**src/rtl/uart_rx_param.sv**
```systemverilog
// Oversampling UART receiver: 2-flop synchronizer, start validation at mid-bit,
// CPU read handshake and error flags. Parity bit enabled by macro UART_RX_PARITY_EN.
module uart_rx_param #(
    parameter int DATA_BITS  = 8,
    parameter int OVERSAMPLE = 16,
    parameter int PARITY_ODD = 0
) (
    input  logic                 clk_uart,
    input  logic                 clr,
    input  logic                 baud_tick,
    input  logic                 rxd,
    input  logic                 rdn,
    output logic [DATA_BITS-1:0] r_data,
    output logic                 r_ready,
    output logic                 parity_error,
    output logic                 frame_error,
    output logic                 overrun,
    output logic                 sampling
);
    localparam int CNT_W = $clog2(OVERSAMPLE + 1);
    localparam int BIT_W = $clog2(DATA_BITS + 1);
    localparam logic [CNT_W-1:0] HALF_LAST = CNT_W'(OVERSAMPLE / 2 - 1);
    localparam logic [CNT_W-1:0] FULL_LAST = CNT_W'(OVERSAMPLE - 1);
    localparam logic [BIT_W-1:0] BITS_LAST = BIT_W'(DATA_BITS - 1);

    localparam logic [2:0] S_IDLE  = 3'd0;
    localparam logic [2:0] S_START = 3'd1;
    localparam logic [2:0] S_DATA  = 3'd2;
    localparam logic [2:0] S_STOP  = 3'd4;

    if (DATA_BITS < 5 || DATA_BITS > 8 || OVERSAMPLE < 8 || OVERSAMPLE > 32 ||
        (OVERSAMPLE % 2) != 0 || PARITY_ODD < 0 || PARITY_ODD > 1) begin : g_bad_params
        $error("uart_rx_param: illegal parameter value");
    end

    logic                 r_sync1, r_sync2, r_prev, r_fall_pend;
    logic [2:0]           r_state;
    logic [CNT_W-1:0]     r_cnt;
    logic [BIT_W-1:0]     r_bit;
    logic [DATA_BITS-1:0] r_shift;
    logic                 w_rxd_s, w_fall, w_start, w_half, w_full;

`ifdef UART_RX_PARITY_EN
    localparam logic [2:0] S_PARITY = 3'd3;
    logic r_par_bit, r_par_err, w_par_err;
    assign w_par_err    = ((^r_shift) ^ r_par_bit) != (PARITY_ODD != 0);
    assign parity_error = r_par_err;
`else
    assign parity_error = 1'b0;
`endif

    assign w_rxd_s  = r_sync2;
    assign w_fall   = r_prev & ~w_rxd_s;
    // An edge that coincided with the stop sample is remembered for one cycle.
    assign w_start  = ~w_rxd_s & (r_prev | r_fall_pend);
    assign w_half   = (r_cnt == HALF_LAST);
    assign w_full   = (r_cnt == FULL_LAST);
    assign sampling = (r_state != S_IDLE);

    always_ff @(posedge clk_uart) begin
        if (clr) begin
            r_sync1     <= 1'b1;
            r_sync2     <= 1'b1;
            r_prev      <= 1'b1;
            r_fall_pend <= 1'b0;
            r_state     <= S_IDLE;
            r_cnt       <= '0;
            r_bit       <= '0;
            r_shift     <= '0;
            r_data      <= '0;
            r_ready     <= 1'b0;
            frame_error <= 1'b0;
            overrun     <= 1'b0;
`ifdef UART_RX_PARITY_EN
            r_par_bit   <= 1'b0;
            r_par_err   <= 1'b0;
`endif
        end else begin
            r_sync1     <= rxd;
            r_sync2     <= r_sync1;
            r_prev      <= w_rxd_s;
            r_fall_pend <= 1'b0;
            // A CPU read clears the flags; a stop sample later in this block overrides it.
            if (!rdn) begin
                r_ready     <= 1'b0;
                frame_error <= 1'b0;
                overrun     <= 1'b0;
`ifdef UART_RX_PARITY_EN
                r_par_err   <= 1'b0;
`endif
            end
            case (r_state)
                S_IDLE: begin
                    if (w_start) begin
                        r_state <= S_START;
                        r_cnt   <= '0;
                    end
                end
                S_START: begin
                    if (baud_tick) begin
                        r_cnt <= w_half ? '0 : r_cnt + 1'b1;
                        r_bit <= '0;
                        if (w_half)
                            r_state <= w_rxd_s ? S_IDLE : S_DATA;
                    end
                end
                S_DATA: begin
                    if (baud_tick) begin
                        r_cnt <= w_full ? '0 : r_cnt + 1'b1;
                        if (w_full) begin
                            r_shift <= {w_rxd_s, r_shift[DATA_BITS-1:1]};
                            r_bit   <= r_bit + 1'b1;
                            if (r_bit == BITS_LAST)
`ifdef UART_RX_PARITY_EN
                                r_state <= S_PARITY;
`else
                                r_state <= S_STOP;
`endif
                        end
                    end
                end
`ifdef UART_RX_PARITY_EN
                S_PARITY: begin
                    if (baud_tick) begin
                        r_cnt <= w_full ? '0 : r_cnt + 1'b1;
                        if (w_full) begin
                            r_par_bit <= w_rxd_s;
                            r_state   <= S_STOP;
                        end
                    end
                end
`endif
                S_STOP: begin
                    if (baud_tick) begin
                        r_cnt <= w_full ? '0 : r_cnt + 1'b1;
                        if (w_full) begin
                            r_state     <= S_IDLE;
                            r_fall_pend <= w_fall;
                            r_data      <= r_shift;
                            r_ready     <= 1'b1;
                            frame_error <= ~w_rxd_s;
                            overrun     <= r_ready & rdn;
`ifdef UART_RX_PARITY_EN
                            r_par_err   <= w_par_err;
`endif
                        end
                    end
                end
                default: r_state <= S_IDLE;
            endcase
        end
    end
endmodule

```
**config.mk**
```make
export PLATFORM = sky130hd
export DESIGN_NAME = uart_rx_param
export DESIGN_NICKNAME = d
export VERILOG_FILES = /design/src/rtl/uart_rx_param.sv
export SDC_FILE = /design/constraint.sdc
export NUM_CORES = 1
export LEC_CHECK = 0
export CORE_MARGIN = 8
export CORE_UTILIZATION = 50
export DETAILED_ROUTE_END_ITERATION = 7
export PLACE_DENSITY_LB_ADDON = 0.3
export SKIP_CTS_REPAIR_TIMING = 1
export SLEW_MARGIN = 20
export SYNTH_ARGS = -nofsm -noshare
export SYNTH_HDL_FRONTEND = slang
export SYNTH_SLANG_ARGS = --single-unit
export TNS_END_PERCENT = 10
```
**constraint.sdc**
```tcl
create_clock -name clk_uart -period 2.29 [get_ports clk_uart]
set_input_delay 0.3435 -clock clk_uart [delete_from_list [all_inputs] [get_ports clk_uart]]
set_output_delay 0.3435 -clock clk_uart [all_outputs]
set_load 0.02 [all_outputs]
```
==> metrics.cfg, run 1 <==
[placement]
gp_congestion = 0.8157
numPortBuffers = 16
dp_slack_ns = 0.2428
dp_hpwl_microns = 2311
dpl_cell_area_sq_um = 1779

[worst_setup_path]
worstSetupPathType = flip-flop to output port
slowest_stage = clkdlybuf4s50_1
path_buf_inv = 1
crit_family = buffers and inverters
start_kind = flip-flop
crit_chain = or3_1 -> clkdlybuf4s50_1
end_kind = output port
cpPeakStageDelay_ns = 0.55
cp.arrival_ns = 1.79
worstPathRequired_ns = 1.95
path_max_fanout = 13

[pwr]
powerDensity_nw_per_um2 = 566.9
leakage_nw = 0.6029
peakVddDrop_mv = 0.3942

[final_layout]
syn_to_final_growth_pct = 16.06
drive_gt1_frac = 0.1224
final_util = 0.6062
fill_cells = 290
diodes = 0
fin_nets = 204
final_cell_area_sq_um = 1836

[grt]
antenna_found_initial = 0
grt_usage = 0.1409
grt_pass1_vias = 1313
overflow = 0
grt_max_degree = 15
grt_pass1_wl_microns = 5906

[drt]
drt_iter0_drc = 122
antenna_left = 0
vias_per_cell = 5.383
detail_route.wirelength_microns = 3283
routedWlPerCell_microns = 13.68
num_vias = 1292
drcViolationCount = 0
first_pass_iters = 4

[synthesis]
yosysUniqueCellTypes = 39
avgSynthCellArea_sq_um = 8.935
yosys-top-cells-area = dfxtp_1 (44%), mux2i_1 (6.3%), a21oi_1 (5.1%)
synth.net_count = 185
synth_edf_count = 0
syn_inst = 177
yosys.area.top_type_share = 0.4430
async_flop_share = 0
yosysWarnings = 0
seq_area_frac_synth = 0.4430
synth-seq-cells = 35
synthesis.area_sq_um = 1582
yosysTopAreaCell = dfxtp_1
synthFlopType = dfxtp_1

[clock_tree]
cts_root_buf = clkbuf_4
worstSkewPairLatency_ns = 0.34
cts_buffers = 5
path_clk_slew_ns = 0.10
cts_tree = yes
cts.sinks = 35
h-tree-depth = 2
cts_buffer_depth = 2

[floorplan]
die_y_microns = 72.24
die-area_sq_um = 5219
die_x_microns = 72.24
core-area_sq_um = 3028
row_count = 20
ios = 18
start_util = 0.5223

[timing]
min_period_ns = 2.137
rsz0062_at_grt = false
fin_skew_ns = 0.004331
fmax_mhz = 468.0
holdWs_ns = 0.4228
finalSetupViolCount = 0
setup_tns_ns = 0
maxSlewViolCount = 0
final-hold-violation-count = 0
finalCritPeriodShare = 0.9331
worst_slack_ns = 0.1532

[job]
cap_viol_max_count = 0

[status]
outcome = complete, no violations

[hold_path]
hold_path_class = flip-flop to flip-flop

## cell usage in the layout, fill, tap and decap left out, types with 2 or more instances in the layout
cell type / n
dfxtp_1: 35
nand2_1: 21
nor2_1: 17
a21oi_1: 16
clkdlybuf4s50_1: 16
mux2i_1: 10
o21ai_0: 7
nand3_1: 6
buf_4: 6
nor3b_1: 5
clkbuf_4: 5
or3_1: 4
inv_1: 4
or2_2: 4
a211oi_1: 4
nand3b_1: 4
ha_1: 3
and2b_1: 2
and4bb_2: 2
a31oi_1: 2
and3_1: 2
a22oi_1: 2
o32ai_1: 2
nand2b_1: 2
## area by class of cell
cell class                 count  area, sq um  share of cell area
sequential                    35        700.7              0.3817
clock inverter                 1        5.005            0.002727
timing repair buffer          22        205.2              0.1118
clock buffer                   6        51.30             0.02795
inverter                       4        15.01            0.008180
tap                           44        55.05             0.02999
multi-input combinational    128        803.3              0.4376
## state kept, by name (all words and copies together), names as in the netlist
register and cells:
r_cnt 5, r_bit 4, r_sync1 1, r_state 3
r_ready 1, overrun 1, r_sync2 1, r_shift 8
frame_error 1, r_fall_pend 1, r_data 8, r_prev 1
## per-layer routing
metal | up-vias | part of all wire | global-route usage
met5 | - | 0 | 0
met4 | 0 | 0.016 | 0.07256
met3 | 5 | 0.051 | 0.05647
met2 | 24 | 0.48 | 0.2317
met1 | 604 | 0.46 | 0.1520
li1 | 659 | - | -
## worst reg2reg max path, delay by kind of cell, from the launching register on
family / cells / cell delay (ns)
flip-flops: 1 / 0.40
AND/OR/NAND/NOR: 3 / 0.57
multiplexers: 1 / 0.25
adder cells (fa/ha/maj): 1 / 0.27
buffers and inverters: 1 / 0.26
## kinds of logic (layout without fill, tap and decap cells)
logic type	after synthesis	after routing	share of synthesized area
other	1	1	0.002371
XOR/XNOR	1	1	0.005539
flip-flops	35	35	0.4430
buffers and inverters	14	33	0.04905
adder cells (fa/ha/maj)	3	3	0.02374
AND/OR/NAND/NOR	77	77	0.2737
multiplexers	10	10	0.06329
AO/OA/AOI/OAI	36	36	0.1392
## synthesized netlist by cell type (2+ instances only)
cell      instances
a211oi_1          4
a21oi_1          16
a22oi_1           2
a31oi_1           2
and2b_1           2
and3_1            2
and4bb_2          2
buf_2             2
buf_4             4
clkbuf_1          2
dfxtp_1          35
ha_1              3
inv_1             4
mux2i_1          10
nand2_1          21
nand2b_1          2
nand3_1           6
nand3b_1          4
nor2_1           17
nor3b_1           5
o21ai_0           7
o32ai_1           2
or2_2             4
or3_1             4
## worst paths after layout
kind / start / end / slack (ns) / depth (start not counted)
setup / recovery: r_state[1] / sampling / 0.15 / 2
hold / removal: r_sync1 / r_sync2 / 0.42 / 1
setup reg to reg: r_cnt[0] / r_data[7] / 0.44 / 6
hold reg to reg: r_sync1 / r_sync2 / 0.42 / 1
## stage by stage
step           std cells  total power [W]
2_1_floorplan        177        0.0006834
3_3_place_gp         233        0.0007052
3_5_place_dp         233        0.0007073
4_1_cts              240         0.001051
5_1_grt              240         0.001079
6_report             240         0.001040
## report_power, final
part	leakage (nW)	switching (W)	internal, W
Clock	0.0341	0.000203	0.000142
Combinational	0.286	0.0000389	0.0000338
Sequential	0.283	0.00000755	0.000614
Note: power is estimated with default switching activity, not from simulation.
==> run 2: changes to the inputs <==
--- a/config.mk
+++ b/config.mk
@@ -6,8 +6,9 @@
 export NUM_CORES = 1
 export LEC_CHECK = 0
 export CORE_MARGIN = 8
-export CORE_UTILIZATION = 50
+export CORE_UTILIZATION = 45
 export DETAILED_ROUTE_END_ITERATION = 7
+export GPL_ROUTABILITY_DRIVEN = 0
 export PLACE_DENSITY_LB_ADDON = 0.3
 export SKIP_CTS_REPAIR_TIMING = 1
 export SLEW_MARGIN = 20
==> metrics.cfg, run 2 (same netlist as run 1, synthesis figures left out) <==
[status]
outcome = complete, no violations

[grt]
grt_pass1_wl_microns = 5637
grt_usage = 0.1325
grt_pass1_vias = 1254
overflow = 0
grt_max_degree = 24
antenna_found_initial = 0

[clock_tree]
cts_buffers = 5
cts.sinks = 35
cts_buffer_depth = 2
worstSkewPairLatency_ns = 0.33
h-tree-depth = 2
cts_root_buf = clkbuf_4
cts_tree = yes
path_clk_slew_ns = 0.10

[job]
cap_viol_max_count = 0

[timing]
rsz0062_at_grt = false
relSlewSlack = 0.6604
fin_skew_ns = 0.009613
finalSetupViolCount = 0
setup_tns_ns = 0
finalCritPeriodShare = 0.9372
min_period_ns = 2.146
maxSlewViolCount = 0
tightest_slew_ns = 0.5087
fmax_mhz = 465.9
final-hold-violation-count = 0

[worst_setup_path]
ff2ff_setup_slack_ns = 0.43
r2r_start = r_state[0]
worstSetupPathType = flip-flop to output port
worstPathRequired_ns = 1.95
rr_worst_depth = 4
start_kind = flip-flop
crit_family = buffers and inverters
slowest_stage = clkdlybuf4s50_1
cpPeakStageDelay_ns = 0.55
path_max_fanout = 15
end_kind = output port
cp.arrival_ns = 1.80
r2r_end = r_cnt[3]
crit_chain = or3_1 -> clkdlybuf4s50_1
path_buf_inv = 1

[floorplan]
core-area_sq_um = 3363
ios = 18
die_x_microns = 75.29
die-area_sq_um = 5668
die_y_microns = 75.29
row_count = 21
start_util = 0.4702

[hold_path]
min_delay_worst_endpoint = r_sync2
min_path_cells = 1
hold_path_class = flip-flop to flip-flop
min-delay-start = r_sync1

[pwr]
clkPwrFrac = 0.326
power.internal_w = 0.0007892
swShare = 0.2319
pwr-share-comb = 0.067
leakage_nw = 0.5976
power_switching_w = 0.0002384
p_seq_frac = 0.607
peakVddDrop_mv = 0.3692
powerDensity_nw_per_um2 = 561.4

[drt]
num_vias = 1293
first_pass_iters = 4
vias_per_cell = 5.365
drcViolationCount = 0
detail_route.wirelength_microns = 3350
routedWlPerCell_microns = 13.90
antenna_left = 0
drt_iter0_drc = 144

[final_layout]
reg_top3 = r_data (8), r_shift (8), r_cnt (5)
drive_gt1_frac = 0.1179
final_common_cell = dfxtp_1
stdcell_count = 241
final_cell_mix = dfxtp_1 (35), nand2_1 (21), nor2_1 (17), a21oi_1 (16), clkdlybuf4s50_1 (16)
syn_to_final_growth_pct = 15.74
fin_nets = 203
fill_cells = 343
diodes = 0

[placement]
dp_hpwl_microns = 2364
numPortBuffers = 16
dp_cells = 234

## run 2: cell types whose count changed in the layout (fill, tap and decap cells not counted), sizes merged
| cell | before | now |
|---|---|---|
| buf | 6 | 5 |
## run 2: worst max-delay path by stage
stage           endpoint        from  cells after the start
3_5_place_dp    r_cnt[2]   baud_tick                      6
5_1_grt         sampling  r_state[0]                      2
6_report        sampling  r_state[0]                      2
3_3_place_gp    r_cnt[2]   baud_tick                      6
4_1_cts         sampling  r_state[0]                      2
2_1_floorplan  r_data[0]    r_cnt[0]                      6
## run 2: final cells by class
cell class / instances / area (sq um) / share of cell area
multi-input combinational: 128 / 803.3 / 0.4388
sequential: 35 / 700.7 / 0.3828
timing repair buffer: 21 / 197.7 / 0.1080
tap: 46 / 57.56 / 0.03144
clock buffer: 6 / 51.30 / 0.02802
inverter: 4 / 15.01 / 0.008202
clock inverter: 1 / 5.005 / 0.002734
## run 2: worst register-to-register path, cell delays in order (launching register included)
cell and delay, ns:
dfxtp_1 0.65, or3b_2 0.54, o32ai_1 0.28, nand4_1 0.15
a31oi_1 0.17
## run 2: power by group through the flow
stage / combinational, W / sequential (W) / clock (W)
after global placement: 0.0000672 / 0.000637 / 0
after detailed placement: 0.0000689 / 0.000638 / 0
after global routing: 0.0000761 / 0.000625 / 0.000376
after CTS: 0.0000692 / 0.000624 / 0.000351
after floorplan: 0.0000513 / 0.000632 / 0
final: 0.0000689 / 0.000624 / 0.000335
## run 2: metrics by stage
step	cell area, sq um	setup WS (ns)	util	power [W]	hold WS [ns]
floorplan	1582	0.6091	-	0.0006834	0.3895
global placement	1774	0.3049	0.5275	0.0007042	0.3996
detailed placement	1774	0.2253	0.5275	0.0007067	0.4091
CTS	1831	0.1231	0.5443	0.001044	0.4320
global route	1831	0.05058	0.5443	0.001077	0.4444
finish	1831	0.1437	0.5443	0.001028	0.4262
## run 2: layer usage
| layer | track usage | wire length (microns) |
|---|---|---|
| met3 | 0.07057 | 230 |
| met1 | 0.1381 | 1468 |
| met5 | 0 | 0 |
| met4 | 0.06397 | 18 |
| met2 | 0.2138 | 1633 |
==> run 3: changes to the inputs <==
==> constraint.sdc (replaced) <==
create_clock -name clk_uart -period 2.06 [get_ports clk_uart]
set_input_delay 0.309 -clock clk_uart [delete_from_list [all_inputs] [get_ports clk_uart]]
set_output_delay 0.309 -clock clk_uart [all_outputs]
set_load 0.02 [all_outputs]
==> metrics.cfg, run 3 (same netlist as run 1, synthesis figures left out) <==
[grt]
grt_max_degree = 21
grt_usage = 0.1319
antenna_found_initial = 0
grt_pass1_vias = 1350
overflow = 0
grt_pass1_wl_microns = 5858

[pwr]
pwr-share-comb = 0.071
power.internal_w = 0.0008784
leakage_nw = 0.6258
swShare = 0.2331
peakVddDrop_mv = 0.3749
powerDensity_nw_per_um2 = 619.0
power_switching_w = 0.0002670
clkPwrFrac = 0.326
p_seq_frac = 0.603

[clock_tree]
cts_buffer_depth = 2
cts_root_buf = clkbuf_4
path_clk_slew_ns = 0.10
cts_tree = yes
cts.sinks = 35
h-tree-depth = 2
cts_buffers = 5
worstSkewPairLatency_ns = 0.33

[timing]
setup_tns_ns = 0
finalSetupViolCount = 0
final-hold-violation-count = 0
holdWs_ns = 0.4182
rsz0062_at_grt = false
maxSlewViolCount = 0
finalCritPeriodShare = 0.8580
worst_slack_ns = 0.2925
fin_skew_ns = 0.007428
min_period_ns = 1.768
fmax_mhz = 565.8

[final_layout]
fin_nets = 205
drive_gt1_frac = 0.1371
stdcell_count = 243
reg_top3 = r_data (8), r_shift (8), r_cnt (5)
syn_to_final_growth_pct = 17.01
diodes = 0
fill_cells = 329
final_common_cell = dfxtp_1
final_cell_mix = dfxtp_1 (33), nand2_1 (21), nor2_1 (17), a21oi_1 (16), clkdlybuf4s50_1 (15)
final_util = 0.5502

[worst_setup_path]
end_kind = flip-flop
r2r_end = r_state[2]
r2r_start = r_cnt[0]
worstPathRequired_ns = 2.32
cp.arrival_ns = 2.02
slowest_stage = or4_1
crit_start = r_cnt[0]
ff2ff_setup_slack_ns = 0.29
worstSetupPathType = flip-flop to flip-flop
start_kind = flip-flop
rr_worst_depth = 5
cpPeakStageDelay_ns = 0.53
crit_chain = ha_1 -> and4b_4 -> a211oi_1 -> or4_1 -> a21oi_1
path_max_fanout = 6
crit_end = r_state[2]

[floorplan]
die_x_microns = 75.29
ios = 18
die_y_microns = 75.29
start_util = 0.4702
die-area_sq_um = 5668
core-area_sq_um = 3363
row_count = 21

[drt]
antenna_left = 0
detail_route.wirelength_microns = 3305
num_vias = 1344
drcViolationCount = 0
first_pass_iters = 4
routedWlPerCell_microns = 13.60
vias_per_cell = 5.531
drt_iter0_drc = 117

[placement]
dp_slack_ns = 0.05940
dp_hpwl_microns = 2333
numPortBuffers = 16
dp_cells = 236

[job]
cap_viol_max_count = 0

[hold_path]
hold_path_class = flip-flop to flip-flop
min-delay-start = r_sync1

[status]
outcome = complete, no violations

run 3: worst min path at each step:
stage / to / slack [ns] / depth (start not counted)
floorplan: r_sync2 / 0.39 / 1
global placement: r_sync2 / 0.40 / 1
detailed placement: r_sync2 / 0.40 / 1
CTS: r_sync2 / 0.42 / 1
global route: r_sync2 / 0.43 / 1
finish: r_sync2 / 0.42 / 1
run 3: routing by layer:
metal | share of wire | GRT usage | wire (microns) | vias to the layer above
met3 | 0.072 | 0.05193 | 237 | 8
met1 | 0.44 | 0.1541 | 1453 | 644
met5 | 0 | 0 | 0 | -
met4 | 0.016 | 0.05330 | 53 | 0
li1 | - | - | - | 660
met2 | 0.47 | 0.2100 | 1560 | 32
run 3: stage by stage:
stage                     total power [W]  area [sq um]
after CTS                        0.001160          1846
after detailed placement        0.0007876          1789
after global placement          0.0007844          1789
after global routing             0.001205          1851
final                            0.001145          1851
after floorplan                 0.0007597          1582
run 3: final cells by class:
class / instances / area [sq um] / area share
multi-input combinational: 128 / 803.3 / 0.4341
sequential: 35 / 703.2 / 0.3800
clock buffer: 6 / 51.30 / 0.02772
inverter: 4 / 15.01 / 0.008114
tap: 46 / 57.56 / 0.03110
timing repair buffer: 23 / 215.2 / 0.1163
clock inverter: 1 / 5.005 / 0.002705
run 3: critical path, delay by kind of cell (launching register included):
family / cells / cell delay (ns)
compound gates: 2 / 0.26
flops: 1 / 0.38
fa+ha+maj: 1 / 0.24
simple gates: 2 / 0.82
run 3: power groups by stage:
stage | sequential [W] | combinational [W] | clock (W)
after detailed placement | 0.000706 | 0.0000812 | 0
after floorplan | 0.000703 | 0.0000570 | 0
final | 0.000691 | 0.0000810 | 0.000373
after global placement | 0.000706 | 0.0000785 | 0
after CTS | 0.000691 | 0.0000814 | 0.000388
after global routing | 0.000692 | 0.0000902 | 0.000422
